`src/rtl/draw_player_ctl_gen_if.sv`:
```
// draw_player_ctl_gen_if
//   Bundle between the input decoder / player draw stage and the player
//   position controller.
//   master : input decoder side, drives v_tick, m_left, m_right, gate_open
//            and observes the controller outputs
//   slave  : controller side, drives xpos, state, blocked, frame_upd
//   v_tick    frame tick level (rising edge = new frame)
//   m_left    move-left request
//   m_right   move-right request
//   gate_open per-zone passable flags
//   xpos      player x position
//   state     IDLE=0, RIGHT=1, LEFT=2, BLOCKED=3
//   blocked   state==BLOCKED
//   frame_upd one-cycle pulse after each update
interface draw_player_ctl_gen_if #(
    parameter int XW      = 12,
    parameter int N_GATES = 2
);
    logic               v_tick;
    logic               m_left;
    logic               m_right;
    logic [N_GATES-1:0] gate_open;
    logic [XW-1:0]      xpos;
    logic [1:0]         state;
    logic               blocked;
    logic               frame_upd;

    modport master (
        output v_tick, m_left, m_right, gate_open,
        input  xpos, state, blocked, frame_upd
    );

    modport slave (
        input  v_tick, m_left, m_right, gate_open,
        output xpos, state, blocked, frame_upd
    );
endinterface

```
`src/rtl/draw_player_ctl_gen.sv`:
```
// draw_player_ctl_gen
//   Per-frame horizontal position controller for the player sprite.
//   On each rising edge of v_tick the player moves STEP pixels in the
//   requested direction (right wins over left), saturates at the screen
//   limits and is stopped at the boundary of any closed gate zone it is
//   not already inside.
// Ports
//   clk    system clock
//   rst_n  asynchronous active-low reset
//   bus    draw_player_ctl_gen_if.slave (v_tick, m_left, m_right,
//          gate_open in; xpos, state, blocked, frame_upd out)
module draw_player_ctl_gen #(
    parameter int                     XW      = 12,
    parameter int                     X_MIN   = 0,
    parameter int                     X_MAX   = 660,
    parameter int                     X_INIT  = 0,
    parameter int                     STEP    = 1,
    parameter int                     N_GATES = 2,
    parameter logic [N_GATES*XW-1:0]  GATE_LO = {12'd520, 12'd310},
    parameter logic [N_GATES*XW-1:0]  GATE_HI = {12'd560, 12'd450}
) (
    input logic                  clk,
    input logic                  rst_n,
    draw_player_ctl_gen_if.slave bus
);
    typedef enum logic [1:0] {
        IDLE    = 2'd0,
        RIGHT   = 2'd1,
        LEFT    = 2'd2,
        BLOCKED = 2'd3
    } state_t;

    // Arithmetic is one bit wider than the position so xpos+STEP never wraps.
    localparam int XW1 = XW + 1;
    localparam logic [XW:0] LIM_MAX  = XW1'(X_MAX);
    localparam logic [XW:0] LIM_MIN  = XW1'(X_MIN);
    localparam logic [XW:0] STEP_X   = XW1'(STEP);
    localparam logic [XW:0] MIN_STEP = XW1'(X_MIN + STEP);

    logic          v_tick_q;
    logic [XW-1:0] x_q;
    state_t        st_q;
    logic          blk_q;
    logic          upd_q;

    logic          frame_edge;
    logic [XW:0]   cur;
    logic [XW:0]   sum_r;
    logic [XW:0]   cand_r;
    logic [XW:0]   cand_l;
    logic          hit_r;
    logic          hit_l;
    logic [XW:0]   clamp_lo;
    logic [XW:0]   clamp_hi;
    logic [XW:0]   lo;
    logic [XW:0]   hi;
    logic          in_zone;
    logic [XW-1:0] x_nx;
    state_t        st_nx;

    assign frame_edge = bus.v_tick & ~v_tick_q;
    assign cur        = {1'b0, x_q};

    always_comb begin
        sum_r    = cur + STEP_X;
        cand_r   = (sum_r > LIM_MAX) ? LIM_MAX : sum_r;
        // Left saturation tested before subtracting so it cannot underflow.
        cand_l   = (cur < MIN_STEP) ? LIM_MIN : cur - STEP_X;
        hit_r    = 1'b0;
        hit_l    = 1'b0;
        clamp_lo = '0;
        clamp_hi = '0;
        lo       = '0;
        hi       = '0;
        in_zone  = 1'b0;
        for (int g = 0; g < N_GATES; g++) begin
            lo      = {1'b0, GATE_LO[g*XW +: XW]};
            hi      = {1'b0, GATE_HI[g*XW +: XW]};
            in_zone = (cur >= lo) && (cur <= hi);
            // A player standing inside a closed zone is never trapped.
            if (!bus.gate_open[g] && !in_zone) begin
                if (cur < lo && lo <= cand_r && (!hit_r || lo < clamp_lo)) begin
                    hit_r    = 1'b1;
                    clamp_lo = lo;
                end
                if (cand_l <= hi && hi < cur && (!hit_l || hi > clamp_hi)) begin
                    hit_l    = 1'b1;
                    clamp_hi = hi;
                end
            end
        end

        x_nx  = x_q;
        st_nx = IDLE;
        if (bus.m_right) begin
            x_nx  = hit_r ? XW'(clamp_lo - 1'b1) : XW'(cand_r);
            st_nx = hit_r ? BLOCKED : RIGHT;
        end else if (bus.m_left) begin
            x_nx  = hit_l ? XW'(clamp_hi + 1'b1) : XW'(cand_l);
            st_nx = hit_l ? BLOCKED : LEFT;
        end
    end

    always_ff @(posedge clk or negedge rst_n) begin
        if (!rst_n) begin
            v_tick_q <= 1'b0;
            x_q      <= XW'(X_INIT);
            st_q     <= IDLE;
            blk_q    <= 1'b0;
            upd_q    <= 1'b0;
        end else begin
            v_tick_q <= bus.v_tick;
            upd_q    <= frame_edge;
            if (frame_edge) begin
                x_q   <= x_nx;
                st_q  <= st_nx;
                blk_q <= (st_nx == BLOCKED);
            end
        end
    end

    assign bus.xpos      = x_q;
    assign bus.state     = st_q;
    assign bus.blocked   = blk_q;
    assign bus.frame_upd = upd_q;
endmodule
```
`src/flat_wrapper.sv`:
```
// flat-port wrapper written by rule: the top's interface ports become plain ports
module draw_player_ctl_gen_flat 
#(
    parameter int                     XW      = 12,
    parameter int                     X_MIN   = 0,
    parameter int                     X_MAX   = 660,
    parameter int                     X_INIT  = 0,
    parameter int                     STEP    = 1,
    parameter int                     N_GATES = 2,
    parameter logic [N_GATES*XW-1:0]  GATE_LO = {12'd520, 12'd310},
    parameter logic [N_GATES*XW-1:0]  GATE_HI = {12'd560, 12'd450}
)
  (clk, rst_n, bus_v_tick, bus_m_left, bus_m_right, bus_gate_open, bus_xpos, bus_state, bus_blocked, bus_frame_upd);
  draw_player_ctl_gen_if #(.XW(XW), .N_GATES(N_GATES)) bus_i ();
  input logic clk;
  input logic rst_n;
  input wire logic [$bits(bus_i.v_tick)-1:0] bus_v_tick;
  input wire logic [$bits(bus_i.m_left)-1:0] bus_m_left;
  input wire logic [$bits(bus_i.m_right)-1:0] bus_m_right;
  input wire logic [$bits(bus_i.gate_open)-1:0] bus_gate_open;
  output wire logic [$bits(bus_i.xpos)-1:0] bus_xpos;
  output wire logic [$bits(bus_i.state)-1:0] bus_state;
  output wire logic [$bits(bus_i.blocked)-1:0] bus_blocked;
  output wire logic [$bits(bus_i.frame_upd)-1:0] bus_frame_upd;
  assign bus_i.v_tick = bus_v_tick;
  assign bus_i.m_left = bus_m_left;
  assign bus_i.m_right = bus_m_right;
  assign bus_i.gate_open = bus_gate_open;
  assign bus_xpos = bus_i.xpos;
  assign bus_state = bus_i.state;
  assign bus_blocked = bus_i.blocked;
  assign bus_frame_upd = bus_i.frame_upd;
  draw_player_ctl_gen #(.XW(XW), .X_MIN(X_MIN), .X_MAX(X_MAX), .X_INIT(X_INIT), .STEP(STEP), .N_GATES(N_GATES), .GATE_LO(GATE_LO), .GATE_HI(GATE_HI)) u_core (.clk(clk), .rst_n(rst_n), .bus(bus_i));
endmodule
```
`config.mk`:
```
export PLATFORM = sky130hd
export DESIGN_NAME = draw_player_ctl_gen_flat
export DESIGN_NICKNAME = d
export VERILOG_FILES = /design/src/rtl/draw_player_ctl_gen_if.sv /design/src/rtl/draw_player_ctl_gen.sv /design/src/flat_wrapper.sv
export SDC_FILE = /design/constraint.sdc
export NUM_CORES = 1
export LEC_CHECK = 0
export ABC_AREA = 1
export BUFFER_PORTS_ARGS = -buffer_cell sky130_fd_sc_hd__buf_2
export CAP_MARGIN = 20
export CORE_MARGIN = 3
export CORE_UTILIZATION = 63
export CTS_BUF_LIST = sky130_fd_sc_hd__clkbuf_16
export DETAILED_ROUTE_END_ITERATION = 12
export GPL_ROUTABILITY_DRIVEN = 0
export PLACE_DENSITY = 0.92
export SLEW_MARGIN = 40
export SYNTH_ARGS = -nofsm -noshare
export SYNTH_HDL_FRONTEND = slang
export SYNTH_SLANG_ARGS = --single-unit
```
`constraint.sdc`:
```
create_clock -name clk -period 3.9 [get_ports clk]
set_clock_uncertainty 0.15 [all_clocks]
set_input_delay 0.78 -clock clk [delete_from_list [all_inputs] [get_ports clk]]
set_output_delay 0.78 -clock clk [all_outputs]
set_load 0.01 [all_outputs]
```
### After elaboration in Yosys (flattened, before gate mapping)

Index checks and enable logic that the tools add are counted.

| storage, ports and cells | value |
|---|---|
| flip-flop bits (word level) | 17 |
| bits in latches | 0 |
| bits in writable memories | 0 |
| ROM bits | 0 |
| bits of input ports | 7 |
| output and inout port bits | 16 |
| logic and storage cells | 74 |
| memories kept | 0 |

| cells by class | value |
|---|---|
| add/subtract/negate cells | 4 |
| $mul | 0 |
| div/mod/pow operators | 0 |
| order comparisons | 16 |
| equality and inequality tests | 1 |
| shifts and indexed selects | 0 |
| muxes and demuxes | 26 |
| bitwise logic cells | 2 |
| reductions and logical operators | 20 |

Operator list:

| kind | number |
|---|---|
| 12-bit two-way mux | 6 |
| 9-bit two-way mux | 4 |
| 13-bit two-way mux | 2 |
| 10-bit two-way mux | 2 |
| 12-bit by 1-bit adder with 13-bit output (second input constant) | 1 |
| 13-bit by 10-bit > comparator with 1-bit output (second input constant) | 1 |
| 10-bit by 13-bit <= comparator with 1-bit output (first input constant) | 1 |
| 13-bit by 10-bit <= comparator with 1-bit output (second input constant) | 1 |
| 13-bit by 9-bit <= comparator with 1-bit output (second input constant) | 1 |
| 9-bit by 13-bit <= comparator with 1-bit output (first input constant) | 1 |
| 12-bit by 1-bit subtractor with 13-bit output (second input constant) | 1 |
| 12-bit by 1-bit adder with 12-bit output (second input constant) | 1 |
| 12-bit by 10-bit >= comparator with 1-bit output (second input constant) | 1 |
| 12-bit by 9-bit >= comparator with 1-bit output (second input constant) | 1 |
| 12-bit by 10-bit <= comparator with 1-bit output (second input constant) | 1 |
| 12-bit by 9-bit <= comparator with 1-bit output (second input constant) | 1 |
| 10-bit by 12-bit less-than comparator with 1-bit output (first input constant) | 1 |
| 12-bit by 1-bit less-than comparator with 1-bit output (second input constant) | 1 |
| 12-bit by 10-bit less-than comparator with 1-bit output (second input constant) | 1 |
| 12-bit by 9-bit less-than comparator with 1-bit output (second input constant) | 1 |
| 9-bit by 12-bit less-than comparator with 1-bit output (first input constant) | 1 |
| 12-bit by 1-bit subtractor with 12-bit output (second input constant) | 1 |
| 10-bit by 9-bit > comparator with 1-bit output (first input constant) | 1 |
| 1-bit logical AND | 10 |
| 10 further kinds | 26 |

### Depth between registers and ports, before layout

| depth | value |
|---|---|
| depth in word-level cells | 15 |
| gate-level depth with buffers | 18 |
| depth with buffers taken out | 18 |

### Worst setup path after synthesis

No wires, ideal clock.

| timing path | value |
|---|---|
| path kind | register to register |
| from | register u_core.x_q[1] (netlist: u_core.bus.xpos[1]) |
| to | register u_core.x_q[4] (netlist: u_core.bus.xpos[4]) |
| setup time | 77 ps |
| arrival | 2281 ps |
| required time | 3673 ps |
| path slack | 1392 ps |
| cell stages (with the launch flop) | 17 |
| path buffers | 0 |
| clock period less this slack | 2508 ps |
| path through | dfrtp_1 -> ha_1 -> nand2_1 -> nor2_4 -> nand2_1 -> o21ai_1 -> nand2_1 -> nor2_4 -> nand2_1 -> nand3_4 -> inv_1 -> ha_1 -> nor2_1 -> nand2_1 -> nand2_1 -> nor2_1 -> a21oi_1 |

| between the ends | value |
|---|---|
| longest elaborated chain between the ends | 15 |
| elaborated cells on any way between the ends | 58 |
| those cells by class | 4 x add/sub; 16 x order compare; 22 x mux; 16 x reduce/logical |

RTL lines:

| element | line | text |
|---|---|---|
| start, declared | draw_player_ctl_gen.sv:41 | `logic [XW-1:0] x_q;` |
| start signal, assigned | draw_player_ctl_gen.sv:107 | `x_q <= XW'(X_INIT);` |
| start signal, assigned | draw_player_ctl_gen.sv:115 | `x_q <= x_nx;` |
| 12-bit by 1-bit adder with 13-bit output, or another cell as far along | draw_player_ctl_gen.sv:65 | `sum_r = cur + STEP_X;` |
| 13-bit by 10-bit > comparator with 1-bit output / 13-bit two-way mux (equally long branches) | draw_player_ctl_gen.sv:66, draw_player_ctl_gen.sv:68 |  |
| 13-bit two-way mux / 13-bit by 9-bit <= comparator with 1-bit output (equally long branches) | draw_player_ctl_gen.sv:66, draw_player_ctl_gen.sv:86 |  |
| 9-bit by 13-bit <= comparator with 1-bit output / 1-bit logical AND (equally long branches) | draw_player_ctl_gen.sv:82, draw_player_ctl_gen.sv:86 |  |
| 1-bit logical AND, or another cell as far along | draw_player_ctl_gen.sv:82 | `if (cur < lo && lo <= cand_r && (!hit_r \|\| lo < clamp_lo)) begin` |
| 9-bit two-way mux, or another cell as far along | draw_player_ctl_gen.sv:82 |  |
| 9-bit two-way mux, or another cell as far along | draw_player_ctl_gen.sv:81 | `if (!bus.gate_open[g] && !in_zone) begin` |
| 10-bit by 9-bit less-than comparator with 1-bit output, or another cell as far along | draw_player_ctl_gen.sv:82 |  |
| 1-bit logical OR / 1-bit logical AND (equally long branches) | draw_player_ctl_gen.sv:82, draw_player_ctl_gen.sv:86 |  |
| 1-bit logical AND / 10-bit two-way mux (equally long branches) | draw_player_ctl_gen.sv:82, draw_player_ctl_gen.sv:86 |  |
| 10-bit two-way mux / 12-bit two-way mux (equally long branches) | draw_player_ctl_gen.sv:82, draw_player_ctl_gen.sv:81 |  |
| 12-bit two-way mux / 12-bit by 1-bit adder with 12-bit output (equally long branches) | draw_player_ctl_gen.sv:81, draw_player_ctl_gen.sv:99 |  |
| 12-bit by 1-bit subtractor with 12-bit output / 12-bit two-way mux (equally long branches) | draw_player_ctl_gen.sv:96, draw_player_ctl_gen.sv:99 |  |
| 12-bit two-way mux, on equally long branches | draw_player_ctl_gen.sv:96, draw_player_ctl_gen.sv:98 |  |
| 12-bit two-way mux * | draw_player_ctl_gen.sv:95 | `if (bus.m_right) begin` |

Every way passes the cells marked *; elsewhere a longest branch is shown, timed or not. The select of a mux whose other input is x is not followed.
A chain may end at the register's enable or synchronous reset.

### Worst setup path after layout

| timing path | value |
|---|---|
| from | register u_core.x_q[1] (netlist: u_core.bus.xpos[1]) |
| to | register u_core.x_q[8] (netlist: u_core.bus.xpos[8]) |

The elaborated chain is that of the path after synthesis.

==> results.yml <==
global_routing:
  grtUsageTotal_pct: 32.3
  grt_start_max_net_pins: 18
  antenna_found_initial: 0
  global_route_wire_length_before_repair_mm: 10.6
  global_route.overflow_total: 0
  grt_pass1_vias: 2360
logic_synthesis:
  post_synth_xor_area_fraction_pct: 1.63
  count_of_synthesis_stage_warnings_from_yosys: 0
  synth_simple_gate_area_share_pct: 55.8
  synth.ff_latch_count: 17
  yosys.area_share.adder_pct: 4.67
  netlist_instances: 374
  postSynthNetCount: 389
  synth_area_per_cell_um2: 5.73
  synth_compound_gate_area_share_pct: 7.76
  yosys-top-cells-area: "sky130_fd_sc_hd__nand2_1, sky130_fd_sc_hd__dfrtp_1, sky130_fd_sc_hd__nand3_1"
  syn_area_mm2: 0.00214
  yosys.area.top_type: "sky130_fd_sc_hd__nand2_1"
  yosys.area.top_type_share_pct: 25.0
  yosysSeqAreaShare_pct: 19.8
  synth_cell_types: 30
  dominant_combinational_cell_family_by_area_after_synthesis: "simple AND/OR/NAND/NOR gates"
  synth.mux.area_fraction_pct: 0
floorplan:
  design.core.area_mm2: 0.00315
  row_count: 20
  die-width_um: 64.3
  die_area_mm2: 0.00414
  top_level_ports: 23
  initial_utilization_pct: 68.0
  die_height_um: 64.3
critical_path:
  endpoint_kind: "flop"
  ff2ff_setup_slack_ns: 1.08
  worst-endpoint-arrival_ns: 2.84
  critical_path.max_fanout: 10
  worstSetupStartpointType: "flop"
  worst-endpoint-required_ns: 3.93
  setup.worst_path.class: "reg2reg"
final_layout:
  filler_cell_count: 272
  final_nets: 408
  area.growth.synth_to_final_pct: 8.93
  commonest_non_fill_non_tap_cells_in_the_layout: "sky130_fd_sc_hd__nand2_1, sky130_fd_sc_hd__nor2_1, sky130_fd_sc_hd__inv_1"
  mostFrequentLayoutCell: "sky130_fd_sc_hd__nand2_1"
  antenna-diode-count: 0
  final_cell_area_mm2: 0.00234
  final_layout_size_suffix_gt1_share_pct: 13.3
  layoutNonFillerInstCount: 436
placed_design:
  placement.setup.worst_slack_ns: 1.15
  placedCellCount: 432
  post-dp-hpwl_mm: 4.93
  postPlaceCellArea_mm2: 0.00226
  numPortBuffers: 22
power:
  vdd_ir_drop_max_mv: 0.431
  p_per_area_mw_per_mm2: 514
  leakage_nw: 1.30
clock_network:
  cts.root.buffer_cell: "sky130_fd_sc_hd__clkbuf_16"
  worstSkewPairLatency_ns: 0.25
  cts_buffers: 3
  cts.hold.buffers_added: 0
  cts_max_level: 1
  cts.sinks: 17
  postCtsSetupRepairBufs: 0
  path_clk_slew_ns: 0.05
  cts_resized: 0
  cts_max_path_buffers: 2
  cts_tree: "done"
detailed_routing:
  detailroute.via_count: 2527
  drtPass1Iterations: 5
  routed_wirelength_mm: 6.36
  vias_per_std_cell: 5.80
  final_routed_wire_length_divided_by_cell_count_um: 14.6
  drt_iter0_markers: 297
  route.antenna.remaining_nets: 0
  drcViolationCount: 0
timing:
  slew_headroom_pct: 66.5
  setup_slack_ns: 1.08
  ratio_of_final_minimum_period_to_clock_period_pct: 72.2
  finalSetupTns_ns: 0
  fmax_mhz: 355
  hold_viol: 0
  final-setup-viol-count: 0
  setup_repair_after_global_routing_missed_its_margin: "no"
  final.min_clock_period_ns: 2.82
  slew_viol_final: 0
  pin_slew_with_the_least_headroom_to_its_limit_ns: 0.503
job:
  maxCapViolations: 0
worst_hold_path:
  hp-class: "in2async"
run_status:
  run_status: "completed"
==> cell usage after synthesis <==
cell,count
sky130_fd_sc_hd__nand2_1,143
sky130_fd_sc_hd__nor2_1,51
sky130_fd_sc_hd__inv_1,40
sky130_fd_sc_hd__nand3_1,40
sky130_fd_sc_hd__dfrtp_1,17
sky130_fd_sc_hd__o21ai_1,11
sky130_fd_sc_hd__ha_1,8
sky130_fd_sc_hd__a21oi_1,7
sky130_fd_sc_hd__nand4_1,7
sky130_fd_sc_hd__o21ai_0,6
sky130_fd_sc_hd__nand2_2,5
sky130_fd_sc_hd__nor2_4,5
sky130_fd_sc_hd__nand3_2,4
sky130_fd_sc_hd__xor2_1,4
sky130_fd_sc_hd__buf_2,3
sky130_fd_sc_hd__inv_2,3
sky130_fd_sc_hd__nor2_2,3
sky130_fd_sc_hd__buf_4,2
sky130_fd_sc_hd__buf_6,2
sky130_fd_sc_hd__clkbuf_1,2
sky130_fd_sc_hd__nand2_4,2
sky130_fd_sc_hd__a211oi_1,1
sky130_fd_sc_hd__a21boi_1,1
sky130_fd_sc_hd__a21oi_4,1
sky130_fd_sc_hd__nand3_4,1
sky130_fd_sc_hd__nand3b_1,1
sky130_fd_sc_hd__nor2_8,1
sky130_fd_sc_hd__nor3_2,1
sky130_fd_sc_hd__o211ai_1,1
sky130_fd_sc_hd__o21bai_1,1
==> critical path, stage by stage, from the launching register on <==
cell and delay (ns):
sky130_fd_sc_hd__dfrtp_1 0.52, sky130_fd_sc_hd__ha_1 0.25, sky130_fd_sc_hd__nand2_1 0.13, sky130_fd_sc_hd__nor2_4 0.19, sky130_fd_sc_hd__nand2_1 0.10, sky130_fd_sc_hd__o21ai_1 0.13, sky130_fd_sc_hd__nand2_1 0.11, sky130_fd_sc_hd__nor2_4 0.19
sky130_fd_sc_hd__nand2_1 0.12, sky130_fd_sc_hd__nand3_4 0.15, sky130_fd_sc_hd__inv_1 0.07, sky130_fd_sc_hd__ha_1 0.20, sky130_fd_sc_hd__nor2_1 0.10, sky130_fd_sc_hd__nand2_1 0.09, sky130_fd_sc_hd__nand3_1 0.10, sky130_fd_sc_hd__nor2_1 0.06
sky130_fd_sc_hd__nor2_1 0.10
==> registers in the layout, indices dropped and copies added, names as in the netlist <==
| signal | cells |
|---|---|
| u_core.bus.xpos | 12 |
| u_core.bus.blocked | 1 |
| u_core.bus.state | 2 |
| u_core.v_tick_q | 1 |
| u_core.bus.frame_upd | 1 |
==> logic make-up (layout without fill, tap and decap cells) <==
kind of cell	count (synthesis)	after routing
flops	17	17
compound gates	29	29
buf+inv	52	70
xor+xnor	4	4
fa+ha+maj	8	8
simple gates	264	264
==> layer usage <==
layer  track usage (%)  routed length [um]  up-vias
li1                  -                   -     1208
met2              55.5                3010      167
met4              10.8                 181        0
met1              41.2                2540     1126
met5                 0                   0        -
met3              4.57                 633       26
==> final timing paths <==
check                                                from                              to  depth (start not counted)
max                        u_core.bus.xpos[1]$_DFFE_PN0P_  u_core.bus.xpos[8]$_DFFE_PN0P_                         16
min                                                 rst_n  u_core.bus.frame_upd$_DFF_PN0_                          1
max reg2reg                u_core.bus.xpos[1]$_DFFE_PN0P_  u_core.bus.xpos[8]$_DFFE_PN0P_                         16
min reg2reg                     u_core.v_tick_q$_DFF_PN0_  u_core.bus.frame_upd$_DFF_PN0_                          1
max in group asynchronous                           rst_n  u_core.bus.xpos[6]$_DFFE_PN0P_                          1
min in group clk                u_core.v_tick_q$_DFF_PN0_  u_core.bus.frame_upd$_DFF_PN0_                          1
==> report_power, final <==
part | total (mW) | switching (mW) | leakage, nW | internal [mW]
clock network | 0.205 | 0.0683 | 0.0423 | 0.136
logic | 0.677 | 0.458 | 1.06 | 0.219
registers | 0.318 | 0.103 | 0.202 | 0.215
total | 1.20 | 0.630 | 1.30 | 0.570
==> stage by stage <==
| stage | power [mW] | utilization, % | hold slack [ns] |
|---|---|---|---|
| after floorplan | 0.806 | - | 0.248 |
| after global placement | 0.951 | 71.6 | 0.262 |
| after detailed placement | 0.972 | 71.6 | 0.270 |
| after CTS | 1.18 | 74.1 | 0.289 |
| after global routing | 1.29 | 74.1 | 0.325 |
| final | 1.20 | 74.1 | 0.296 |
==> layout make-up <==
cell class                 count  area (um2)  area share [%]
multi-input combinational    305        1500            64.1
sequential                    17         425            18.2
inverter                      43         161            6.91
timing repair buffer          23         118            5.03
clock buffer                   3        75.1            3.21
tap                           44        55.1            2.36
clock inverter                 1        3.75           0.161
Power figures use the tool's default switching activity.
